===== src/rtl/prince_sbox_cms_pkg.sv =====
// Shared types and the fixed quadratic map of the masked PRINCE S-box stage.
package prince_sbox_cms_pkg;

  // Share nibble ordering: bit 0 = x, 1 = w, 2 = v, 3 = u
  typedef logic [0:3] share_t;

  localparam logic [1:0] VAR_X = 2'd0;
  localparam logic [1:0] VAR_W = 2'd1;
  localparam logic [1:0] VAR_V = 2'd2;
  localparam logic [1:0] VAR_U = 2'd3;

  // ANF of Q per output bit k: y[k] = s[LIN_IDX[k]] ^ s[A_IDX[k]] & s[B_IDX[k]]
  localparam logic [1:0] LIN_IDX [0:3] = '{VAR_U, VAR_V, VAR_W, VAR_X};
  localparam logic [1:0] A_IDX   [0:3] = '{VAR_X, VAR_X, VAR_V, VAR_W};
  localparam logic [1:0] B_IDX   [0:3] = '{VAR_W, VAR_U, VAR_U, VAR_V};

  // Unmasked reference of Q
  function automatic share_t q_ref(input share_t s);
    share_t y;
    for (int k = 0; k < 4; k++) begin
      y[k] = s[LIN_IDX[k]] ^ (s[A_IDX[k]] & s[B_IDX[k]]);
    end
    return y;
  endfunction

endpackage


===== src/rtl/prince_sbox_cms_quad_stage_cms_and_terms.sv =====
// Four refreshed cross-domain terms for one masked output bit.
// The random bit enters both share-0 terms so it cancels only after compression.
module cms_and_terms (
  input  logic i_l0,
  input  logic i_l1,
  input  logic i_a0,
  input  logic i_a1,
  input  logic i_b0,
  input  logic i_b1,
  input  logic i_r,
  output logic o_t00,
  output logic o_t01,
  output logic o_t10,
  output logic o_t11
);

  assign o_t00 = i_l0 ^ (i_a0 & i_b0) ^ i_r;
  assign o_t01 = (i_a0 & i_b1) ^ i_r;
  assign o_t10 = i_l1 ^ (i_a1 & i_b0);
  assign o_t11 = i_a1 & i_b1;

endmodule


===== src/rtl/prince_sbox_cms_quad_stage.sv =====
// Registered quadratic stage of the 2-share CMS PRINCE S-box with an elastic
// valid/ready pipeline: term register T, then optional output register.
module prince_sbox_cms_quad_stage
  import prince_sbox_cms_pkg::*;
#(
  parameter int OUT_REG     = 1,
  parameter int STALL_CNT_W = 8
) (
  input  logic                   i_clk,
  input  logic                   i_rst_n,
  input  logic                   i_valid,
  output logic                   o_ready,
  input  logic [0:3]             i_in0,
  input  logic [0:3]             i_in1,
  input  logic [0:3]             i_rnd,
  input  logic                   i_rnd_valid,
  output logic                   o_rnd_ack,
  output logic                   o_valid,
  input  logic                   i_ready,
  output logic [0:3]             o_out0,
  output logic [0:3]             o_out1,
  output logic [STALL_CNT_W-1:0] o_stall_cnt
);

  share_t w_t00, w_t01, w_t10, w_t11;
  share_t r_t00, r_t01, r_t10, r_t11;
  share_t w_c0, w_c1;
  logic   r_t_vld;
  logic   w_t_adv;
  logic   w_ready;
  logic   w_fire;
  logic   w_starve;
  logic [STALL_CNT_W-1:0] r_stall_cnt;

  for (genvar k = 0; k < 4; k++) begin : g_bit
    cms_and_terms u_terms (
      .i_l0  (i_in0[LIN_IDX[k]]),
      .i_l1  (i_in1[LIN_IDX[k]]),
      .i_a0  (i_in0[A_IDX[k]]),
      .i_a1  (i_in1[A_IDX[k]]),
      .i_b0  (i_in0[B_IDX[k]]),
      .i_b1  (i_in1[B_IDX[k]]),
      .i_r   (i_rnd[k]),
      .o_t00 (w_t00[k]),
      .o_t01 (w_t01[k]),
      .o_t10 (w_t10[k]),
      .o_t11 (w_t11[k])
    );
  end

  // Compression stays within one share index; share domains never mix here
  assign w_c0 = r_t00 ^ r_t01;
  assign w_c1 = r_t10 ^ r_t11;

  // Reset holds o_ready low so nothing is accepted or acknowledged during it
  assign w_ready   = i_rst_n & (~r_t_vld | w_t_adv);
  assign w_fire    = i_valid & w_ready & i_rnd_valid;
  assign w_starve  = i_valid & w_ready & ~i_rnd_valid;
  assign o_ready   = w_ready;
  assign o_rnd_ack = w_fire;

  // Term register: load on fire, empty when its content moves downstream
  always_ff @(posedge i_clk) begin
    if (!i_rst_n) begin
      r_t_vld <= 1'b0;
      r_t00   <= '0;
      r_t01   <= '0;
      r_t10   <= '0;
      r_t11   <= '0;
    end else if (w_fire) begin
      r_t_vld <= 1'b1;
      r_t00   <= w_t00;
      r_t01   <= w_t01;
      r_t10   <= w_t10;
      r_t11   <= w_t11;
    end else if (w_t_adv) begin
      r_t_vld <= 1'b0;
    end
  end

  if (OUT_REG != 0) begin : g_out_reg
    logic   r_o_vld;
    share_t r_out0, r_out1;

    assign w_t_adv = r_t_vld & (~r_o_vld | i_ready);

    // Output register: take T when it advances, otherwise drain on i_ready
    always_ff @(posedge i_clk) begin
      if (!i_rst_n) begin
        r_o_vld <= 1'b0;
        r_out0  <= '0;
        r_out1  <= '0;
      end else if (w_t_adv) begin
        r_o_vld <= 1'b1;
        r_out0  <= w_c0;
        r_out1  <= w_c1;
      end else if (i_ready) begin
        r_o_vld <= 1'b0;
      end
    end

    assign o_valid = r_o_vld;
    assign o_out0  = r_out0;
    assign o_out1  = r_out1;
  end else begin : g_out_comb
    assign w_t_adv = r_t_vld & i_ready;
    assign o_valid = r_t_vld;
    assign o_out0  = w_c0;
    assign o_out1  = w_c1;
  end

  // Saturating count of accept opportunities lost to missing randomness
  always_ff @(posedge i_clk) begin
    if (!i_rst_n) begin
      r_stall_cnt <= '0;
    end else if (w_starve && (r_stall_cnt != '1)) begin
      r_stall_cnt <= r_stall_cnt + {{(STALL_CNT_W-1){1'b0}}, 1'b1};
    end
  end

  assign o_stall_cnt = r_stall_cnt;

endmodule


===== config.mk =====
export PLATFORM = sky130hd
export DESIGN_NAME = prince_sbox_cms_quad_stage
export DESIGN_NICKNAME = d
export VERILOG_FILES = /design/src/rtl/prince_sbox_cms_pkg.sv /design/src/rtl/prince_sbox_cms_quad_stage_cms_and_terms.sv /design/src/rtl/prince_sbox_cms_quad_stage.sv
export SDC_FILE = /design/constraint.sdc
export NUM_CORES = 1
export LEC_CHECK = 0
export ABC_AREA = 1
export CAP_MARGIN = 20
export CORE_MARGIN = 4
export CORE_UTILIZATION = 40
export CTS_CLUSTER_DIAMETER = 150
export CTS_CLUSTER_SIZE = 16
export DETAILED_ROUTE_END_ITERATION = 16
export PLACE_DENSITY_LB_ADDON = 0.05
export SETUP_SLACK_MARGIN = 0.02
export SYNTH_ARGS = -nofsm -noshare
export SYNTH_HDL_FRONTEND = slang
export SYNTH_SLANG_ARGS = --single-unit

===== constraint.sdc =====
create_clock -name i_clk -period 1.5 [get_ports i_clk]
set_clock_uncertainty 0.2 [all_clocks]
set_input_delay 0.3 -clock i_clk [delete_from_list [all_inputs] [get_ports i_clk]]
set_output_delay 0.3 -clock i_clk [all_outputs]
set_load 0.01 [all_outputs]

* Word-level counts from Yosys, hierarchy flattened
Cells that the tools add are included.
** Storage, ports and cells
- Register bits after elaboration :: 34
- Input port bits :: 17
- Output and inout port bits :: 19
** Cells by class
- Reduce and logical (&&, ||, !) cells :: 3
- Muxes and demuxes :: 4
- Eq/ne operators :: 1
- Add/sub/neg operators :: 1
- Bitwise operators :: 44
** Operator list (number)
- bitwise AND 1 bit :: 21
- bitwise XOR 1 bit :: 16
- adder 8 x 1 -> 8 bit, second input constant :: 1
- inequality test 8 bit, second input constant :: 1
- bitwise XOR 4 bit :: 2
- 2-to-1 mux 1 bit :: 4
- nonzero test 2 bit :: 2
- inverter 1 bit :: 3
- bitwise OR 1 bit :: 2
- logical AND 1 bit :: 1

* Logic depth before layout (Yosys ltp)
- Depth in word-level cells :: 8
- Gate-level depth with buffers :: 9
- Gate-level depth less buffers :: 9

* By module
From an unflattened synthesis, not the netlist that was laid out.
** Second synthesis, totals
- Cells, all modules :: 263
- Area, all modules :: 1808.0 um^2
** By module, submodules not included
- prince_sbox_cms_quad_stage :: area each 1502.7 um^2, seq. area each 680.7 um^2, times used 1, cells an instance 195
- cms_and_terms :: area each 76.3 um^2, seq. area each 0.0 um^2, times used 4, cells an instance 17

* Worst setup path before layout
No wires, ideal clock.
- Path type :: reg2reg
- Start :: reg r_stall_cnt[0] (netlist: o_stall_cnt[0])
- End :: reg r_stall_cnt[3] (netlist: o_stall_cnt[3])
- Cell stages (with the launch flop) :: 10
- Arrival time :: 1.176 ns
- Required time :: 1.181 ns
- Clock period less this slack :: 1.495 ns
- Setup time :: 0.119 ns
- Path slack :: 0.005 ns
- Path buffers :: 0
- Path through :: dfxtp_1 -> ha_1 -> nand2_2 -> nor2_1 -> nand2_1 -> inv_2 -> nor2_4 -> nand2_1 -> nand2_1 -> nor2_1
** Between the ends
- Cells in the longest elaborated chain, start to end :: 2
** RTL lines
- from (decl) :: line prince_sbox_cms_quad_stage.sv:33 : logic [STALL_CNT_W-1:0] r_stall_cnt;
- from (signal assigned) :: line prince_sbox_cms_quad_stage.sv:117 : r_stall_cnt <= r_stall_cnt + {{(STALL_CNT_W-1){1'b0}}, 1'b1};
- branches (longest 2 deep; another with adder 8 x 1 -> 8 bit)
Several ways; the timed one is not identified.
A chain may end at the register's enable or synchronous reset.

* Final worst setup path
- Start :: reg r_t_vld
- End :: out o_ready
** Between the ends
- Cells in the longest elaborated chain, start to end :: 3
** RTL lines
- from (decl) :: line prince_sbox_cms_quad_stage.sv:28 : logic r_t_vld;
- from (signal assigned) :: line prince_sbox_cms_quad_stage.sv:65 : r_t_vld <= 1'b0;
- from (signal assigned) :: line prince_sbox_cms_quad_stage.sv:71 : r_t_vld <= 1'b1;
- from (signal assigned) :: line prince_sbox_cms_quad_stage.sv:77 : r_t_vld <= 1'b0;
- bitwise AND 1 bit or inverter 1 bit (tied branches) :: line prince_sbox_cms_quad_stage.sv:85, prince_sbox_cms_quad_stage.sv:56
- bitwise OR 1 bit (*) :: line prince_sbox_cms_quad_stage.sv:56 : assign w_ready = i_rst_n & (~r_t_vld | w_t_adv);
- bitwise AND 1 bit (*) :: line prince_sbox_cms_quad_stage.sv:56
- to (decl) :: line prince_sbox_cms_quad_stage.sv:12 : output logic o_ready,
Every way passes the cells marked *; elsewhere a longest branch is shown, timed or not.

==> key figures <==
GRT
  • Total congestion overflow: 0
  • Vias in the first global route: roughly 1400
  • First-pass GRT wire length: 6727 µm
  • Initial antenna violation count: 0
  • Total GRT Usage: 0.1607
  • Largest net degree at the start of global routing: 22

Critical path
  • Crit path kind: register to output pin
  • CP Launch Type: register
  • WP data arrival: 1.05 ns
  • Reg2Reg Setup Slack: roughly 0.020 ns
  • Crit Reg-Reg Endpoint: r_t11[2]
  • Worst Path Required: 1.00 ns
  • FF-to-FF Start: r_t_vld
  • Worst-path fanout max: 2
  • FF-to-FF path depth: 9
  • Setup crit end kind: output pin

Cells and area
  • Nets@finish: ~330
  • P&R area growth vs syn: 48.91%
  • Area of the multi-input gates: slightly below 0.001 mm²
  • Antenna cells: 0
  • Fill count: 386
  • Post-Layout Inst Area: about 0.0026 mm²
  • Reg area: around 700 µm²
  • Most frequent cells in the layout: nand2_1 (46), nor2_1 (31), buf_4 (31)
  • Commonest non-fill, non-tap cell in the layout: nand2_1
  • Final core utilization: 0.6301
  • Fraction of layout cells with a size suffix above 1: 0.2898

STA
  • Worst-margin pin slew: 0.3162 ns
  • Relative slew margins: 0.7877
  • Final Hold Fails: 0
  • Final Setup Violations: 2
  • Worst setup margin: -0.04959 ns
  • Post-route minimum period: between 1.5 and 2 ns
  • Unrepaired setup endpoints after global routing: true
  • Setup TNS: -0.08910 ns
  • Tcrit/Tclk final: 1.033
  • Fin. max-slew vios: 0
  • Max Fclk: between 600 and 700 MHz

Yosys
  • Sequential fraction of the synthesis area: 0.3936
  • Synth warn: 0
  • Main combinational cell family by area after synthesis: simple AND/OR/NAND/NOR gates
  • Simple-gate share of the synthesized area: 0.2873
  • Main area contributors after synthesis: dfxtp_1 (39%), nand2_1 (11%), xnor2_1 (11%)
  • Cell variety after synth: 22
  • Post-Synth Adder-Cell Area: 0.007236
  • Yosys reg bits: 34
  • Synth top area share: 0.3936
  • Synth area leader: dfxtp_1
  • Syn_nets: 254
  • Post-synthesis compound-gate area fraction: 0.1245
  • Synthesized area: ~0.0017 mm²
  • Syn Inst Count: roughly 240
  • Mux contribution to synthesized area: 0
  • XOR/XNOR share of the synthesized area: 0.1064
  • Mapped Avg Cell Area: roughly 7.3 µm²

Min path
  • Hold EP: r_t11[1]
  • Worst min-delay path class: register to register
  • HP Start: r_t11[1]
  • WHS Path Cells: 2

Floorplanning
  • Row count: 23
  • Die width: roughly 74 µm
  • Initial Util: 0.4231
  • Io pins: 36
  • Die area: ~0.0054 mm²
  • Core Box Area: between 0.004 and 0.005 mm²
  • Die Y-Extent: roughly 74 µm

Placed design
  • Routability cong.: about 0.82
  • Hpwl dp: around 2800 µm
  • PortBufs: 35
  • Dpl cell area: 0.002331 mm²

Power
  • P_leak: roughly 1.2 nW
  • Peak VDD IR: 538.9 µV
  • PD cells: 775.1 mW/mm²

Detailed routing
  • First DRT Iteration DRCs: 66
  • Via Count: 1653
  • Via density: around 4.5
  • Pre-antenna DRT Iters: 4
  • Remaining DRCs: 0
  • Routed len/inst: between 10 and 15 µm
  • Detail Route Antenna Nets: 0
  • Routed WL: a little over 4000 µm

CTS
  • Clock latency on the worst-skew pair: 0.29 ns
  • CTS Hold Bufs: 0
  • Clock transition at the registers of the reported paths: about 0.070 ns
  • CTS Sinks: 34
  • CTS Root Cell: clkbuf_8
  • CTS tree: yes
  • H-tree levels: 2
  • Longest Clk Path Bufs: 2
  • TritonCTS Buffers: 5

Outcome
  • Status: finished with violations
  • Failing checks: setup timing

Flow run
  • Max_cap viols: 0
layout make-up:
type	count	area share
Sequential cell	34	0.2672
Clock inverter	2	0.005345
Tap cell	50	0.02430
Inverter	23	0.03353
Timing Repair Buffer	75	0.2551
Multi-Input combinational cell	174	0.3863
Clock buffer	6	0.02818
where the power goes:
part | total [mW] | leakage (nW) | switching [mW] | internal, mW
Clock | 0.669 | 0.0452 | 0.341 | 0.327
Sequential | 0.963 | 0.279 | 0.0233 | 0.939
Combinational | 0.365 | 0.840 | 0.178 | 0.186
Total | 2.00 | 1.17 | 0.543 | 1.45
sequential cells by signal, indices dropped and copies added, names as in the netlist:
name and count:
r_t10 4, o_out1 4, o_valid 1, r_t11 4, r_t01 4, r_t00 4
r_t_vld 1, o_out0 4, o_stall_cnt 8
cell usage after synthesis:
library cell,count
nand2_1,51
nor2_1,35
dfxtp_1,34
o21ai_0,21
xnor2_1,21
inv_1,19
a21oi_1,17
nand3_1,9
nor2_2,8
inv_2,4
buf_2,3
a21oi_2,2
nand3_2,2
nor2_4,2
buf_12,1
buf_4,1
buf_6,1
ha_1,1
nand2_2,1
nand3_4,1
nand4_2,1
o21bai_1,1
routing by layer:
metal / wire (µm) / GRT usage
met1: 2099 / 0.2298
met2: 1731 / 0.2283
met5: 0 / 0
met4: 58 / 0.06640
met3: 228 / 0.03830
critical path, stage by stage, from the launching register on:
cell and delay [ns]:
dfxtp_2 0.34, nand3_2 0.10, buf_6 0.13, nand2_2 0.05, inv_2 0.04, buf_6 0.11
timing repair:
item	CTS	global route
gates resized for setup	39	30
cloned	1	0
endpoints found under the setup margin	44	28
pin swaps	4	11
buffers inserted	8	0
how the worst max path moves through the flow:
| stage | to | slack, ns | cells after the start | start |
|---|---|---|---|---|
| 3_3_place_gp | o_rnd_ack | -0.65 | 6 | i_ready |
| 6_report | o_ready | -0.05 | 5 | r_t_vld |
| 3_5_place_dp | o_rnd_ack | -0.67 | 6 | i_ready |
| 2_1_floorplan | o_stall_cnt[2] | 0.04 | 8 | o_stall_cnt[0] |
| 4_1_cts | o_rnd_ack | -0.07 | 4 | o_valid |
| 5_1_grt | o_ready | -0.1 | 5 | r_t_vld |
metrics by stage:
stage               instances  setup slack (ns)  hold slack [ns]  power, mW
global route              364          -0.09962           0.2944      2.087
global placement          347           -0.6487           0.2664      1.318
detailed placement        347           -0.6665           0.2716      1.322
CTS                       364          -0.06748           0.2811      2.002
finish                    364          -0.04959           0.2793      1.996
floorplan                 236           0.04451           0.2579      1.155
cell families after synthesis:
logic type               Yosys count
AND/OR/NAND/NOR                  110
AO/OA/AOI/OAI                     41
XOR/XNOR                          21
buffers and inverters             29
flip-flops                        34
adder cells (fa/ha/maj)            1
No activity file was read; power rests on OpenSTA's default activity.
